### src/rtl/scsi_initiator_if.sv
// Parallel SCSI bus signals between the initiator engine and the targets.
interface scsi_initiator_if;
  logic       sel;
  logic       atn;
  logic       bsy;
  logic       msg;
  logic       cd;
  logic       io;
  logic       req;
  logic       ack;
  logic [7:0] dout;
  logic [7:0] din;

  modport master (
    output sel, atn, ack, dout,
    input  bsy, msg, cd, io, req, din
  );

  modport slave (
    input  sel, atn, ack, dout,
    output bsy, msg, cd, io, req, din
  );
endinterface

### src/rtl/scsi_initiator.sv
// Initiator-side SCSI engine: selects a target, sends the CDB, moves data
// through the host byte buffer and collects status and message bytes.
module scsi_initiator #(
  parameter int unsigned HOST_ID     = 7,
  parameter int unsigned SEL_TIMEOUT = 50000,
  parameter int unsigned SETTLE      = 4
) (
  input  logic                 clk,
  input  logic                 rst,
  scsi_initiator_if.master     bus,
  input  logic                 start,
  input  logic [2:0]           target_id,
  input  logic                 cdb_wr,
  input  logic [3:0]           cdb_addr,
  input  logic [7:0]           cdb_data,
  output logic [9:0]           buf_addr,
  output logic                 buf_wr,
  output logic [7:0]           buf_wdata,
  input  logic [7:0]           buf_rdata,
  output logic                 busy,
  output logic                 done,
  output logic [1:0]           result,
  output logic [7:0]           status,
  output logic [7:0]           msg_byte,
  output logic [31:0]          data_cnt
);

  localparam int unsigned TMO_W   = (SEL_TIMEOUT > 1) ? $clog2(SEL_TIMEOUT) : 1;
  localparam int unsigned SET_W   = (SETTLE > 1) ? $clog2(SETTLE) : 1;
  localparam int unsigned CDB_MAX = 10;

  localparam logic [TMO_W-1:0] TMO_LAST = TMO_W'(SEL_TIMEOUT - 1);
  localparam logic [SET_W-1:0] SET_LAST = SET_W'(SETTLE - 1);
  localparam logic [7:0]       HOST_BIT = 8'(1 << HOST_ID);
  localparam logic [3:0]       CMD_SAT  = 4'd9;

  localparam logic [2:0] PH_DOUT = 3'b000;
  localparam logic [2:0] PH_DIN  = 3'b001;
  localparam logic [2:0] PH_CMD  = 3'b010;
  localparam logic [2:0] PH_STAT = 3'b011;
  localparam logic [2:0] PH_MSGI = 3'b111;

  localparam logic [1:0] RES_OK       = 2'd0;
  localparam logic [1:0] RES_SEL_TMO  = 2'd1;
  localparam logic [1:0] RES_BUS_FREE = 2'd2;
  localparam logic [1:0] RES_RSV_PH   = 2'd3;

  typedef enum logic [2:0] {
    S_IDLE,
    S_SELECT,
    S_WAIT_REQ,
    S_ACK,
    S_SETTLE,
    S_DONE
  } state_t;

  state_t state_q, state_n;

  logic             sel_q, sel_d;
  logic             ack_q, ack_d;
  logic             busy_q, busy_d;
  logic             done_q, done_d;
  logic             buf_wr_q, buf_wr_d;
  logic [7:0]       dout_q, dout_d;
  logic [7:0]       buf_wdata_q, buf_wdata_d;
  logic [1:0]       result_q, result_d;
  logic [7:0]       status_q, status_d;
  logic [7:0]       msg_byte_q, msg_byte_d;
  logic [31:0]      data_cnt_q, data_cnt_d;
  logic [3:0]       cmd_cnt_q, cmd_cnt_d;
  logic             msg_seen_q, msg_seen_d;
  logic [2:0]       phase_q, phase_d;
  logic [TMO_W-1:0] tmo_q, tmo_d;
  logic [SET_W-1:0] settle_q, settle_d;

  logic [7:0]       cdb_q [CDB_MAX];
  logic [3:0]       cdb_len;
  logic [7:0]       cmd_byte;
  logic [2:0]       bus_phase;

  assign bus_phase = {bus.msg, bus.cd, bus.io};

  // Groups 1 and 2 carry 10-byte CDBs; past the CDB end the target gets zeros.
  assign cdb_len  = (cdb_q[0][7:5] == 3'b001 || cdb_q[0][7:5] == 3'b010) ? 4'd10 : 4'd6;
  assign cmd_byte = (cmd_cnt_q < cdb_len) ? cdb_q[cmd_cnt_q] : 8'h00;

  // CDB storage is host-writable only while idle.
  always_ff @(posedge clk) begin
    if (rst) begin
      for (int i = 0; i < int'(CDB_MAX); i++) cdb_q[i] <= '0;
    end else if (cdb_wr && state_q == S_IDLE && cdb_addr < 4'(CDB_MAX)) begin
      cdb_q[cdb_addr] <= cdb_data;
    end
  end

  // State register.
  always_ff @(posedge clk) begin
    if (rst) state_q <= S_IDLE;
    else     state_q <= state_n;
  end

  // Next-state logic.
  always_comb begin
    state_n = state_q;
    case (state_q)
      S_IDLE:     if (start) state_n = S_SELECT;
      S_SELECT: begin
        if (bus.bsy)                state_n = S_SETTLE;
        else if (tmo_q == TMO_LAST) state_n = S_DONE;
      end
      S_WAIT_REQ: begin
        if (!bus.bsy)    state_n = S_DONE;
        else if (bus.req) state_n = S_ACK;
      end
      S_ACK:      if (!bus.req) state_n = S_SETTLE;
      S_SETTLE:   if (settle_q == SET_LAST) state_n = S_WAIT_REQ;
      S_DONE:     state_n = S_IDLE;
      default:    state_n = S_IDLE;
    endcase
  end

  // Output and datapath next values; bus strobes follow the next state so they are registered.
  always_comb begin
    sel_d       = (state_n == S_SELECT);
    ack_d       = (state_n == S_ACK);
    busy_d      = (state_n != S_IDLE);
    done_d      = (state_n == S_DONE);
    buf_wr_d    = 1'b0;
    dout_d      = dout_q;
    buf_wdata_d = buf_wdata_q;
    result_d    = result_q;
    status_d    = status_q;
    msg_byte_d  = msg_byte_q;
    data_cnt_d  = data_cnt_q;
    cmd_cnt_d   = cmd_cnt_q;
    msg_seen_d  = msg_seen_q;
    phase_d     = phase_q;
    tmo_d       = '0;
    settle_d    = '0;

    case (state_q)
      S_IDLE: begin
        dout_d = 8'h00;
        if (start) begin
          data_cnt_d = '0;
          cmd_cnt_d  = '0;
          result_d   = RES_OK;
          msg_seen_d = 1'b0;
          dout_d     = HOST_BIT | (8'd1 << target_id);
        end
      end
      S_SELECT: begin
        tmo_d = tmo_q + TMO_W'(1);
        if (bus.bsy)                dout_d   = 8'h00;
        else if (tmo_q == TMO_LAST) result_d = RES_SEL_TMO;
      end
      S_WAIT_REQ: begin
        if (!bus.bsy) begin
          if (!msg_seen_q) result_d = RES_BUS_FREE;
        end else if (bus.req) begin
          phase_d = bus_phase;
          case (bus_phase)
            PH_CMD:  dout_d = cmd_byte;
            PH_DOUT: dout_d = buf_rdata;
            PH_DIN: begin
              dout_d      = 8'h00;
              buf_wdata_d = bus.din;
              buf_wr_d    = 1'b1;
            end
            PH_STAT: begin
              dout_d   = 8'h00;
              status_d = bus.din;
            end
            PH_MSGI: begin
              dout_d     = 8'h00;
              msg_byte_d = bus.din;
              msg_seen_d = 1'b1;
            end
            default: begin
              dout_d   = 8'h00;
              result_d = RES_RSV_PH;
            end
          endcase
        end
      end
      S_ACK: begin
        if (!bus.req) begin
          if (phase_q == PH_CMD && cmd_cnt_q != CMD_SAT) cmd_cnt_d = cmd_cnt_q + 4'd1;
          if (phase_q == PH_DOUT || phase_q == PH_DIN)  data_cnt_d = data_cnt_q + 32'd1;
        end
      end
      S_SETTLE: settle_d = settle_q + SET_W'(1);
      S_DONE:   dout_d = 8'h00;
      default: ;
    endcase
  end

  // Registered outputs and datapath.
  always_ff @(posedge clk) begin
    if (rst) begin
      sel_q       <= 1'b0;
      ack_q       <= 1'b0;
      busy_q      <= 1'b0;
      done_q      <= 1'b0;
      buf_wr_q    <= 1'b0;
      dout_q      <= '0;
      buf_wdata_q <= '0;
      result_q    <= RES_OK;
      status_q    <= '0;
      msg_byte_q  <= '0;
      data_cnt_q  <= '0;
      cmd_cnt_q   <= '0;
      msg_seen_q  <= 1'b0;
      phase_q     <= '0;
      tmo_q       <= '0;
      settle_q    <= '0;
    end else begin
      sel_q       <= sel_d;
      ack_q       <= ack_d;
      busy_q      <= busy_d;
      done_q      <= done_d;
      buf_wr_q    <= buf_wr_d;
      dout_q      <= dout_d;
      buf_wdata_q <= buf_wdata_d;
      result_q    <= result_d;
      status_q    <= status_d;
      msg_byte_q  <= msg_byte_d;
      data_cnt_q  <= data_cnt_d;
      cmd_cnt_q   <= cmd_cnt_d;
      msg_seen_q  <= msg_seen_d;
      phase_q     <= phase_d;
      tmo_q       <= tmo_d;
      settle_q    <= settle_d;
    end
  end

  assign bus.sel   = sel_q;
  assign bus.atn   = 1'b0;
  assign bus.ack   = ack_q;
  assign bus.dout  = dout_q;
  assign buf_addr  = data_cnt_q[9:0];
  assign buf_wr    = buf_wr_q;
  assign buf_wdata = buf_wdata_q;
  assign busy      = busy_q;
  assign done      = done_q;
  assign result    = result_q;
  assign status    = status_q;
  assign msg_byte  = msg_byte_q;
  assign data_cnt  = data_cnt_q;

endmodule

### src/flat_wrapper.sv
// flat-port wrapper written by rule: the top's interface ports become plain ports
module scsi_initiator_flat 
#(
  parameter int unsigned HOST_ID     = 7,
  parameter int unsigned SEL_TIMEOUT = 50000,
  parameter int unsigned SETTLE      = 4
)
  (clk, rst, start, target_id, cdb_wr, cdb_addr, cdb_data, buf_addr, buf_wr, buf_wdata, buf_rdata, busy, done, result, status, msg_byte, data_cnt, bus_sel, bus_atn, bus_ack, bus_dout, bus_bsy, bus_msg, bus_cd, bus_io, bus_req, bus_din);
  scsi_initiator_if bus_i ();
  input  logic clk;
  input  logic rst;
  input  logic start;
  input  logic [2:0] target_id;
  input  logic cdb_wr;
  input  logic [3:0] cdb_addr;
  input  logic [7:0] cdb_data;
  output logic [9:0] buf_addr;
  output logic buf_wr;
  output logic [7:0] buf_wdata;
  input  logic [7:0] buf_rdata;
  output logic busy;
  output logic done;
  output logic [1:0] result;
  output logic [7:0] status;
  output logic [7:0] msg_byte;
  output logic [31:0] data_cnt;
  output wire logic [$bits(bus_i.sel)-1:0] bus_sel;
  output wire logic [$bits(bus_i.atn)-1:0] bus_atn;
  output wire logic [$bits(bus_i.ack)-1:0] bus_ack;
  output wire logic [$bits(bus_i.dout)-1:0] bus_dout;
  input wire logic [$bits(bus_i.bsy)-1:0] bus_bsy;
  input wire logic [$bits(bus_i.msg)-1:0] bus_msg;
  input wire logic [$bits(bus_i.cd)-1:0] bus_cd;
  input wire logic [$bits(bus_i.io)-1:0] bus_io;
  input wire logic [$bits(bus_i.req)-1:0] bus_req;
  input wire logic [$bits(bus_i.din)-1:0] bus_din;
  assign bus_sel = bus_i.sel;
  assign bus_atn = bus_i.atn;
  assign bus_ack = bus_i.ack;
  assign bus_dout = bus_i.dout;
  assign bus_i.bsy = bus_bsy;
  assign bus_i.msg = bus_msg;
  assign bus_i.cd = bus_cd;
  assign bus_i.io = bus_io;
  assign bus_i.req = bus_req;
  assign bus_i.din = bus_din;
  scsi_initiator #(.HOST_ID(HOST_ID), .SEL_TIMEOUT(SEL_TIMEOUT), .SETTLE(SETTLE)) u_core (.clk(clk), .rst(rst), .bus(bus_i), .start(start), .target_id(target_id), .cdb_wr(cdb_wr), .cdb_addr(cdb_addr), .cdb_data(cdb_data), .buf_addr(buf_addr), .buf_wr(buf_wr), .buf_wdata(buf_wdata), .buf_rdata(buf_rdata), .busy(busy), .done(done), .result(result), .status(status), .msg_byte(msg_byte), .data_cnt(data_cnt));
endmodule
### config.mk
export PLATFORM = sky130hd
export DESIGN_NAME = scsi_initiator_flat
export DESIGN_NICKNAME = d
export VERILOG_FILES = /design/src/rtl/scsi_initiator_if.sv /design/src/rtl/scsi_initiator.sv /design/src/flat_wrapper.sv
export SDC_FILE = /design/constraint.sdc
export NUM_CORES = 1
export LEC_CHECK = 0
export CAP_MARGIN = 20
export CORE_AREA = 4 4 155 157
export CTS_BUF_LIST = sky130_fd_sc_hd__clkbuf_4 sky130_fd_sc_hd__clkbuf_8 sky130_fd_sc_hd__clkbuf_16
export CTS_CLUSTER_SIZE = 10
export DETAILED_ROUTE_END_ITERATION = 16
export DIE_AREA = 0 0 159 161
export GPL_TIMING_DRIVEN = 0
export PLACE_DENSITY = 0.66
export RECOVER_POWER = 50
export SLEW_MARGIN = 20
export SYNTH_ARGS = -nofsm -noshare
export SYNTH_HDL_FRONTEND = slang
export SYNTH_SLANG_ARGS = --single-unit
### constraint.sdc
create_clock -name clk -period 6.7 [get_ports clk]
set_clock_uncertainty 0.2 [all_clocks]
set_input_delay 1.34 -clock clk [delete_from_list [all_inputs] [get_ports clk]]
set_output_delay 1.34 -clock clk [all_outputs]
set_load 0.01 [all_outputs]
==> flow_metrics.py, run 1 <==
metrics = {
    "status": {
        "status": "completed",
    },
    "detailed_routing": {
        "drc": 0,
        "vias_per_cell": 5.29,
        "firstDrtPassIters": 5,
        "wl_per_cell_um": 17.5,
        "drtIter0Drc": 475,
        "vias": 7192,
        "ant_nets": 0,
        "routed_wl_um": 23800,
    },
    "clock_tree": {
        "post_cts_buffers": 0,
        "cts_tree": "done",
        "cts_resized": 0,
        "cts_inserted_buffers": 27,
        "cts_max_level": 1,
        "cts_num_sinks": 232,
        "cts_max_path_buffers": 3,
        "cts-hold-fix-buffers": 0,
        "clk_pin_slew_ps": 60,
        "clock_latency_ps": 520,
        "cts_root_buf": "clkbuf_16",
    },
    "pwr": {
        "vdd_drop_max_v": 0.000265,
        "power_density_mw_per_mm2": 247,
        "p_leak_nw": 4.61,
        "finalPower_mw": 3.11,
    },
    "synth": {
        "synth_area_per_cell_um2": 11.6,
        "ys_seq_area_share_pct": 58.7,
        "async_reset_ff_share_pct": 0,
        "yosysWarnings": 0,
        "syn_area_mm2": 0.0101,
        "synth_ff_type": "edfxtp_1",
        "yosysTopAreaCellShare_pct": 38.1,
        "syn-instance-count": 867,
        "ys_ff_latch": 232,
        "synth_edf_count": 128,
        "synthTopCellsByArea": "edfxtp_1 (38%), dfxtp_1 (21%), mux4_2 (7.4%)",
        "synth_cell_types": 63,
        "synth_area_leader_cell": "edfxtp_1",
    },
    "sta": {
        "period_share_pct": 59.7,
        "finalHoldViolCount": 0,
        "slew_viol_final": 0,
        "setup_tns_ps": 0,
        "period_needed_ps": 4000,
        "rsz0062_at_grt": "no",
        "hold_slack_ps": 241,
        "tightestPinTransition_ps": 1030,
        "slew_headroom_pct": 31.0,
        "fmax_mhz": 250,
        "setup-violations-final": 0,
    },
    "layout": {
        "seqCellArea_mm2": 0.00593,
        "diodes": 0,
        "area_growth_pct": 24.5,
        "nets": 1104,
        "multi_input_area_mm2": 0.00399,
        "fillerInstances": 1974,
        "fin_area_mm2": 0.0126,
        "layoutNonFillerInstCount": 1360,
        "drive_gt1_share_pct": 10.5,
    },
    "placed_design": {
        "io_buffer_count": 113,
        "dp_cells": 1313,
        "placed_cell_area_mm2": 0.0118,
        "gp_congestion": 0.796,
        "dpl.hpwl_um": 17000,
    },
    "floorplanning": {
        "dieWidth_um": 159,
        "die_h_um": 161,
        "initial_core_util_pct": 44.9,
        "pin_count": 122,
        "core_mm2": 0.0225,
        "fp-row-count": 55,
        "die_area_mm2": 0.0256,
    },
    "worst_setup_path": {
        "required_ps": 6880,
        "crit_path_end_kind": "flop",
        "arrival_ps": 4190,
        "worstSetupStartpointType": "primary input",
        "critical_path_class": "in -> reg",
        "crit_fanout": 10,
        "cp-startpoint": "bus_req",
        "timing.rr.start": "u_core.state_q[1]",
    },
    "global_routing": {
        "antenna_found_initial": 0,
        "grt_first_pass_wirelength_um": 38600,
        "grt_remaining_overflow": 0,
        "grt_pass1_vias": 7137,
        "grt_max_degree": 14,
        "grtUsageTotal_pct": 18.5,
    },
    "min_path": {
        "hp-class": "reg -> reg",
        "min_from": "u_core.settle_q[0]",
    },
    "job": {
        "maxCapViolations": 0,
    },
}
-- cell families (layout without fill, tap and decap cells) --
logic type,Yosys count,in the layout,share of synthesized area [%]
fa+ha+maj,7,7,0.867
mux,63,63,10.3
simple gates,353,353,17.4
buf+inv,75,235,3.36
flops,232,232,58.7
other cells,1,49,0.0371
xor+xnor,30,30,2.60
compound gates,106,106,6.72
-- cells in the final DEF, fill, tap and decap left out, types with 15 or more instances in the layout --
| master | count |
|---|---|
| a21oi_1 | 34 |
| nor2_1 | 155 |
| clkdlybuf4s50_1 | 36 |
| dfxtp_1 | 104 |
| nand3_1 | 23 |
| xor2_1 | 16 |
| clkbuf_16 | 27 |
| inv_1 | 18 |
| nand2b_1 | 15 |
| mux2i_1 | 29 |
| clkbuf_4 | 19 |
| o21ai_0 | 23 |
| dlygate4sd3_1 | 77 |
| clkbuf_1 | 32 |
| conb_1 | 49 |
| nand2_1 | 50 |
| edfxtp_1 | 128 |
| or3_1 | 15 |
| mux4_2 | 33 |
| nand4_1 | 17 |
-- cells in the mapped netlist (2+ instances only) --
| cell | n |
|---|---|
| buf_2 | 10 |
| or4_1 | 5 |
| nand3b_1 | 5 |
| nand4_1 | 17 |
| ha_1 | 7 |
| nor4_1 | 6 |
| a31o_2 | 2 |
| a211oi_1 | 9 |
| a31oi_1 | 3 |
| mux2i_1 | 29 |
| xnor2_1 | 14 |
| a22oi_1 | 13 |
| buf_1 | 4 |
| nand2b_1 | 15 |
| nor4b_1 | 2 |
| and4_1 | 7 |
| buf_4 | 12 |
| and4b_1 | 2 |
| nor2b_1 | 8 |
| edfxtp_1 | 128 |
| dfxtp_1 | 104 |
| and2_1 | 7 |
| nand2_1 | 50 |
| o31ai_1 | 6 |
| or3_1 | 15 |
| nor3_1 | 12 |
| nand3_1 | 23 |
| o211ai_1 | 2 |
| clkbuf_1 | 31 |
| and3_1 | 7 |
| nor3b_1 | 4 |
| nor2_1 | 154 |
| inv_1 | 18 |
| a21o_1 | 4 |
| mux4_2 | 33 |
| or2_2 | 2 |
| a21oi_1 | 34 |
| o21ai_0 | 23 |
| xor2_1 | 16 |
-- critical path, cell delays in order --
cell and delay, ps:
dlygate4sd3_1 620, nand3b_1 240, a221oi_1 860, nand4_2 360, buf_2 300, o41ai_1 360
a21oi_1 100
-- stage by stage --
stage                     utilization, %  worst slack [ps]
after CTS                           56.0              2970
final                               55.9              2700
after floorplan                        -              3350
after global placement              52.3              2480
after detailed placement            52.3              2430
after global routing                55.9              2600
-- per-layer routing --
metal  routed length, µm  global-route usage [%]  part of all wire [%]  vias up
li1                    -                       -                     -     3486
met1               10300                    24.0                    43     3470
met2               11900                    33.0                    50      206
met3                1290                    3.11                   5.4       30
met4                 359                    3.43                   1.5        0
met5                   0                       0                     0        -
-- where the power goes --
part	internal [mW]	switching [mW]
Clock	0.825	0.534
Combinational	0.0788	0.114
Sequential	1.54	0.0141
Total	2.45	0.661
-- final timing paths --
path / to / slack [ps] / cells after the start
setup / recovery: u_core.data_cnt[28] / 2700 / 7
hold / removal: u_core.settle_q[0] / 240 / 1
setup reg to reg: u_core.cdb_q[2][1] / 3180 / 7
hold reg to reg: u_core.settle_q[0] / 240 / 1
-- flip-flops by register name, indices dropped and copies added (netlist names), named ones only --
| register | cells |
|---|---|
| u_core.buf_wdata | 8 |
| u_core.buf_wr | 1 |
| u_core.bus.ack | 1 |
| u_core.bus.dout | 8 |
| u_core.bus.sel | 1 |
| u_core.busy | 1 |
| u_core.cdb_q | 128 |
| u_core.cmd_cnt_q | 4 |
| u_core.data_cnt | 32 |
| u_core.done | 1 |
| u_core.msg_byte | 8 |
| u_core.msg_seen_q | 1 |
| u_core.phase_q | 3 |
| u_core.result | 2 |
| u_core.settle_q | 2 |
| u_core.state_q | 3 |
| u_core.status | 8 |
| u_core.tmo_q | 16 |
-- area by class of cell --
class                   count  area share (%)
plain buffers              57            2.16
clock buffers              46            6.51
clock inverters             1          0.0697
inverters                  18           0.538
multi-input cells         608            31.7
flip-flops and latches    232            47.1
well taps                 285            2.84
repair buffers            113            9.00
(Power assumes the default switching activity.)
==> run 2: changes to the inputs <==
==> constraint.sdc (replaced) <==
create_clock -name clk -period 3.95 [get_ports clk]
set_clock_uncertainty 0.2 [all_clocks]
set_input_delay 0.79 -clock clk [delete_from_list [all_inputs] [get_ports clk]]
set_output_delay 0.79 -clock clk [all_outputs]
set_load 0.01 [all_outputs]
==> flow_metrics.py, run 2 (synthesis results as in run 1) <==
metrics = {
    "detailed_routing": {
        "drc": 0,
        "drtIter0Drc": 472,
        "firstDrtPassIters": 5,
        "vias_per_cell": 5.28,
        "routed_wl_um": 23800,
        "wl_per_cell_um": 17.5,
        "ant_nets": 0,
        "vias": 7180,
    },
    "layout": {
        "drive_gt1_share_pct": 9.95,
        "layout_commonest_cell": "nor2_1",
        "nets": 1104,
        "largest_reg_flops": 128,
        "utilization_pct": 55.7,
        "layout_common_cells": "nor2_1 (155), edfxtp_1 (128), dfxtp_1 (104), dlygate4sd3_1 (81), nand2_1 (50)",
        "diodes": 0,
        "regMostFlops": "u_core.cdb_q",
        "area_growth_pct": 24.2,
    },
    "floorplanning": {
        "die_area_mm2": 0.0256,
        "dieWidth_um": 159,
        "die_h_um": 161,
        "core_mm2": 0.0225,
        "initial_core_util_pct": 44.9,
        "fp-row-count": 55,
        "pin_count": 122,
    },
    "sta": {
        "tightestPinTransition_ps": 1530,
        "finalHoldViolCount": 0,
        "worst_slack_ps": 333,
        "setup-violations-final": 0,
        "fmax_mhz": 276,
        "period_share_pct": 91.6,
        "rsz0062_at_grt": "no",
        "period_needed_ps": 3620,
        "slew_headroom_pct": -2.54,
        "setup_tns_ps": 0,
        "slew_viol_final": 9,
    },
    "job": {
        "maxCapViolations": 1,
    },
    "placed_design": {
        "io_buffer_count": 113,
        "gp_congestion": 0.796,
        "dpl_worst_slack_ps": 233,
        "dpl.hpwl_um": 17000,
    },
    "worst_setup_path": {
        "required_ps": 4130,
        "ff2ff_path_depth": 7,
        "critical_path_class": "in -> reg",
        "critPathMaxStageDelay_ps": 810,
        "arrival_ps": 3800,
        "r2r_setup_slack_ps": 410,
        "crit_chain": "dlygate4sd3_1, nand3b_1, a221oi_1, nand4_1, clkbuf_1, o41ai_1, a21oi_1",
        "worst_path_max_delay_cell": "a221oi_1",
        "worstSetupStartpointType": "primary input",
        "crit_path_end_kind": "flop",
        "crit_fanout": 10,
    },
    "clock_tree": {
        "post_cts_buffers": 0,
        "cts_inserted_buffers": 27,
        "clock_latency_ps": 530,
        "cts_num_sinks": 232,
        "cts-hold-fix-buffers": 0,
        "cts_max_path_buffers": 3,
        "cts_resized": 0,
        "cts_tree": "done",
        "clk_pin_slew_ps": 60,
        "cts_root_buf": "clkbuf_16",
        "cts_max_level": 1,
    },
    "pwr": {
        "finalPower_mw": 5.28,
        "power_density_mw_per_mm2": 421,
        "p_leak_nw": 4.61,
        "vdd_drop_max_v": 0.000451,
    },
    "global_routing": {
        "grt_max_degree": 14,
        "grt_first_pass_wirelength_um": 38600,
        "grt_pass1_vias": 7137,
        "grtUsageTotal_pct": 18.5,
        "grt_remaining_overflow": 0,
        "antenna_found_initial": 0,
    },
    "min_path": {
        "hp-class": "reg -> reg",
        "whs_path_depth": 1,
    },
    "status": {
        "status": "finished with violations",
        "violations": "max-capacitance violations, max-slew violations",
    },
}
## run 2: changes by cell type in the layout (fill, tap and decap cells not counted), sizes merged
cell	previous run	this run
buf	25	20
dlygate4sd3	77	81
clkdlybuf4s50	36	32
clkbuf	78	83
## run 2: layout make-up
cell class	instances	area (µm²)
fill	1981	9960
sequential	232	5930
multi-input combinational	608	3970
timing repair buffer	113	1130
clock buffer	46	818
tap	285	357
buffer	57	268
inverter	18	67.6
clock inverter	1	8.76
## run 2: final timing paths
check	from	end
hold / removal	u_core.settle_q[0]	u_core.settle_q[0]
setup / recovery	bus_req	u_core.data_cnt[28]
hold reg to reg	u_core.settle_q[0]	u_core.settle_q[0]
setup reg to reg	u_core.state_q[1]	u_core.cdb_q[2][1]
## run 2: power by group
part	internal (mW)	leakage (nW)	switching (mW)	total, mW
sequential	2.62	2.16	0.0240	2.64
combinational	0.133	2.02	0.192	0.326
clock	1.40	0.425	0.908	2.31
total	4.15	4.61	1.12	5.28
## run 2: critical path: cells and delay by family
family          cells  cell delay [ps]
compound gates      3             1310
buf+inv             2              980
simple gates        2              720
## run 2: metal layers
metal  routed length, µm  GRT usage, %  up-vias
met5                   0             0        -
met4                 344          3.43        0
met3                1250          3.11       27
met2               12000          33.0      200
met1               10300          24.0     3459
li1                    -             -     3494
## run 2: through the flow
step | hold slack [ps] | instance area, µm² | instances
2_1_floorplan | 205 | 10300 | 915
3_3_place_gp | 219 | 11800 | 1313
3_5_place_dp | 222 | 11800 | 1313
4_1_cts | 230 | 12600 | 1360
5_1_grt | 262 | 12500 | 1360
6_report | 229 | 12500 | 1360
==> run 3: changes to the inputs <==
--- a/config.mk
+++ b/config.mk
@@ -5,12 +5,13 @@
 export SDC_FILE = /design/constraint.sdc
 export NUM_CORES = 1
 export LEC_CHECK = 0
+export ABC_AREA = 1
 export CAP_MARGIN = 20
-export CORE_AREA = 4 4 155 157
+export CORE_AREA = 4 4 159 161
 export CTS_BUF_LIST = sky130_fd_sc_hd__clkbuf_4 sky130_fd_sc_hd__clkbuf_8 sky130_fd_sc_hd__clkbuf_16
 export CTS_CLUSTER_SIZE = 10
 export DETAILED_ROUTE_END_ITERATION = 16
-export DIE_AREA = 0 0 159 161
+export DIE_AREA = 0 0 163 165
 export GPL_TIMING_DRIVEN = 0
 export PLACE_DENSITY = 0.66
 export RECOVER_POWER = 50
==> flow_metrics.py, run 3 <==
metrics = {
    "clock_tree": {
        "cts_root_buf": "clkbuf_16",
        "cts_resized": 0,
        "post_cts_buffers": 0,
        "clock_latency_ps": 540,
        "cts_tree": "done",
        "cts_max_level": 1,
        "cts_num_sinks": 232,
        "cts-hold-fix-buffers": 0,
        "clk_pin_slew_ps": 50,
        "cts_inserted_buffers": 28,
        "cts_max_path_buffers": 3,
    },
    "detailed_routing": {
        "routed_wl_um": 29400,
        "wl_per_cell_um": 16.1,
        "ant_nets": 0,
        "vias_per_cell": 5.10,
        "firstDrtPassIters": 5,
        "vias": 9319,
        "drc": 0,
        "drtIter0Drc": 704,
    },
    "synth": {
        "synth_most_common_cell": "nand2_1",
        "yosysWarnings": 0,
        "synth_edf_count": 128,
        "yosysTopAreaCellShare_pct": 36.2,
        "ys_ff_latch": 232,
        "synth_ff_type": "edfxtp_1",
        "syn_area_mm2": 0.0106,
        "syn-instance-count": 1287,
        "synth_area_per_cell_um2": 8.26,
        "synthTopCellsByCount": "nand2_1 (314), nor2_1 (193), nand3_1 (151)",
        "ys_seq_area_share_pct": 55.8,
        "synth_cell_types": 40,
        "synth_area_leader_cell": "edfxtp_1",
        "synthTopCellsByArea": "edfxtp_1 (36%), dfxtp_1 (20%), nand2_1 (11%)",
        "async_reset_ff_share_pct": 0,
    },
    "min_path": {
        "whs_path_depth": 1,
        "hp-class": "reg -> reg",
    },
    "layout": {
        "largest_reg_flops": 128,
        "diodes": 0,
        "nets": 1530,
        "layout_commonest_cell": "nand2_1",
        "layout_common_cells": "nand2_1 (315), nor2_1 (195), nand3_1 (153), edfxtp_1 (128), inv_1 (117)",
        "regMostFlops": "u_core.cdb_q",
        "drive_gt1_share_pct": 5.33,
        "area_growth_pct": 24.7,
    },
    "status": {
        "status": "completed",
    },
    "worst_setup_path": {
        "timing.rr.start": "u_core.state_q[0]",
        "r2r_setup_slack_ps": 780,
        "crit_fanout": 10,
        "required_ps": 3920,
        "ff2ff_path_depth": 9,
        "arrival_ps": 3380,
        "crit_path_end_kind": "flop",
        "rr_endpoint": "u_core.cdb_q[5][4]",
        "critical_path_class": "in -> reg",
        "worstSetupStartpointType": "primary input",
        "endpoint": "u_core.cdb_q[5][4]",
        "cp-startpoint": "cdb_addr[2]",
    },
    "floorplanning": {
        "die_area_mm2": 0.0269,
        "initial_core_util_pct": 44.3,
        "dieWidth_um": 163,
        "core_mm2": 0.0240,
        "die_h_um": 165,
        "fp-row-count": 57,
        "pin_count": 122,
    },
    "sta": {
        "rsz0062_at_grt": "no",
        "tightestPinTransition_ps": 1070,
        "slew_headroom_pct": 28.0,
        "setup-violations-final": 0,
        "setup_tns_ps": 0,
        "period_share_pct": 86.4,
        "fmax_mhz": 293,
        "hold_slack_ps": 228,
        "slew_viol_final": 0,
        "period_needed_ps": 3410,
        "finalHoldViolCount": 0,
    },
    "pwr": {
        "vdd_drop_max_v": 0.000317,
        "power_density_mw_per_mm2": 424,
        "p_leak_nw": 5.36,
    },
    "placed_design": {
        "io_buffer_count": 118,
        "gp_congestion": 0.882,
        "dpl.hpwl_um": 21200,
    },
    "global_routing": {
        "grt_max_degree": 14,
        "grtUsageTotal_pct": 21.4,
        "grt_pass1_vias": 8641,
        "grt_remaining_overflow": 0,
        "antenna_found_initial": 1,
        "grt_first_pass_wirelength_um": 45700,
    },
    "job": {
        "maxCapViolations": 0,
    },
}
run 3: worst min path at each step:
stage	startpoint	end	slack, ps
after global routing	u_core.settle_q[0]	u_core.settle_q[0]	260
after detailed placement	u_core.settle_q[0]	u_core.settle_q[0]	220
after CTS	u_core.settle_q[0]	u_core.settle_q[0]	230
after floorplan	u_core.settle_q[0]	u_core.settle_q[0]	200
final	u_core.settle_q[0]	u_core.settle_q[0]	230
after global placement	u_core.settle_q[0]	u_core.settle_q[0]	210
run 3: per-stage QoR:
step / worst slack [ps] / area [µm²] / utilization [%] / std cells / total power [mW]
after global placement: 319 / 12400 / 51.7 / 1777 / 3.16
after floorplan: 1380 / 10800 / - / 1335 / 2.96
after CTS: 831 / 13300 / 55.5 / 1826 / 5.66
final: 538 / 13200 / 55.3 / 1826 / 5.62
after global routing: 366 / 13200 / 55.3 / 1826 / 5.82
after detailed placement: 283 / 12400 / 51.7 / 1777 / 3.16
run 3: report_power, final:
group	internal, mW	switching, mW
Combinational	0.140	0.309
Sequential	2.63	0.0303
Clock	1.55	0.957
Total	4.32	1.30
run 3: worst max-delay path, cell delays in order:
cell and delay (ps):
clkdlybuf4s50_1 520, o21ai_1 230, nand3_2 100, nor2_1 430, inv_1 190, nor2_1 310
nand2_1 340, nand2_1 460
run 3: per-layer routing:
metal  wire (µm)  GRT usage (%)  up-vias
met5          19              0        -
met4         591           5.68        2
met3        2320           3.87       49
met2       13700           34.3      346
met1       12800           30.0     4306
li1            -              -     4616
run 3: layout make-up:
type	instances	area, µm²
flip-flops and latches	232	5930
repair buffers	118	1180
well taps	324	405
clock inverters	2	38.8
fillers	2283	10700
inverters	121	454
multi-input cells	930	4140
clock buffers	47	867
plain buffers	52	238
run 3: cell families after synthesis:
kind of cell / Yosys count / share of synthesized area [%]
XOR/XNOR: 3 / 0.247
AO/OA/AOI/OAI: 136 / 6.67
adder cells (fa/ha/maj): 7 / 0.824
flip-flops: 232 / 55.8
other: 1 / 0.0353
buffers and inverters: 173 / 6.57
AND/OR/NAND/NOR: 735 / 29.9
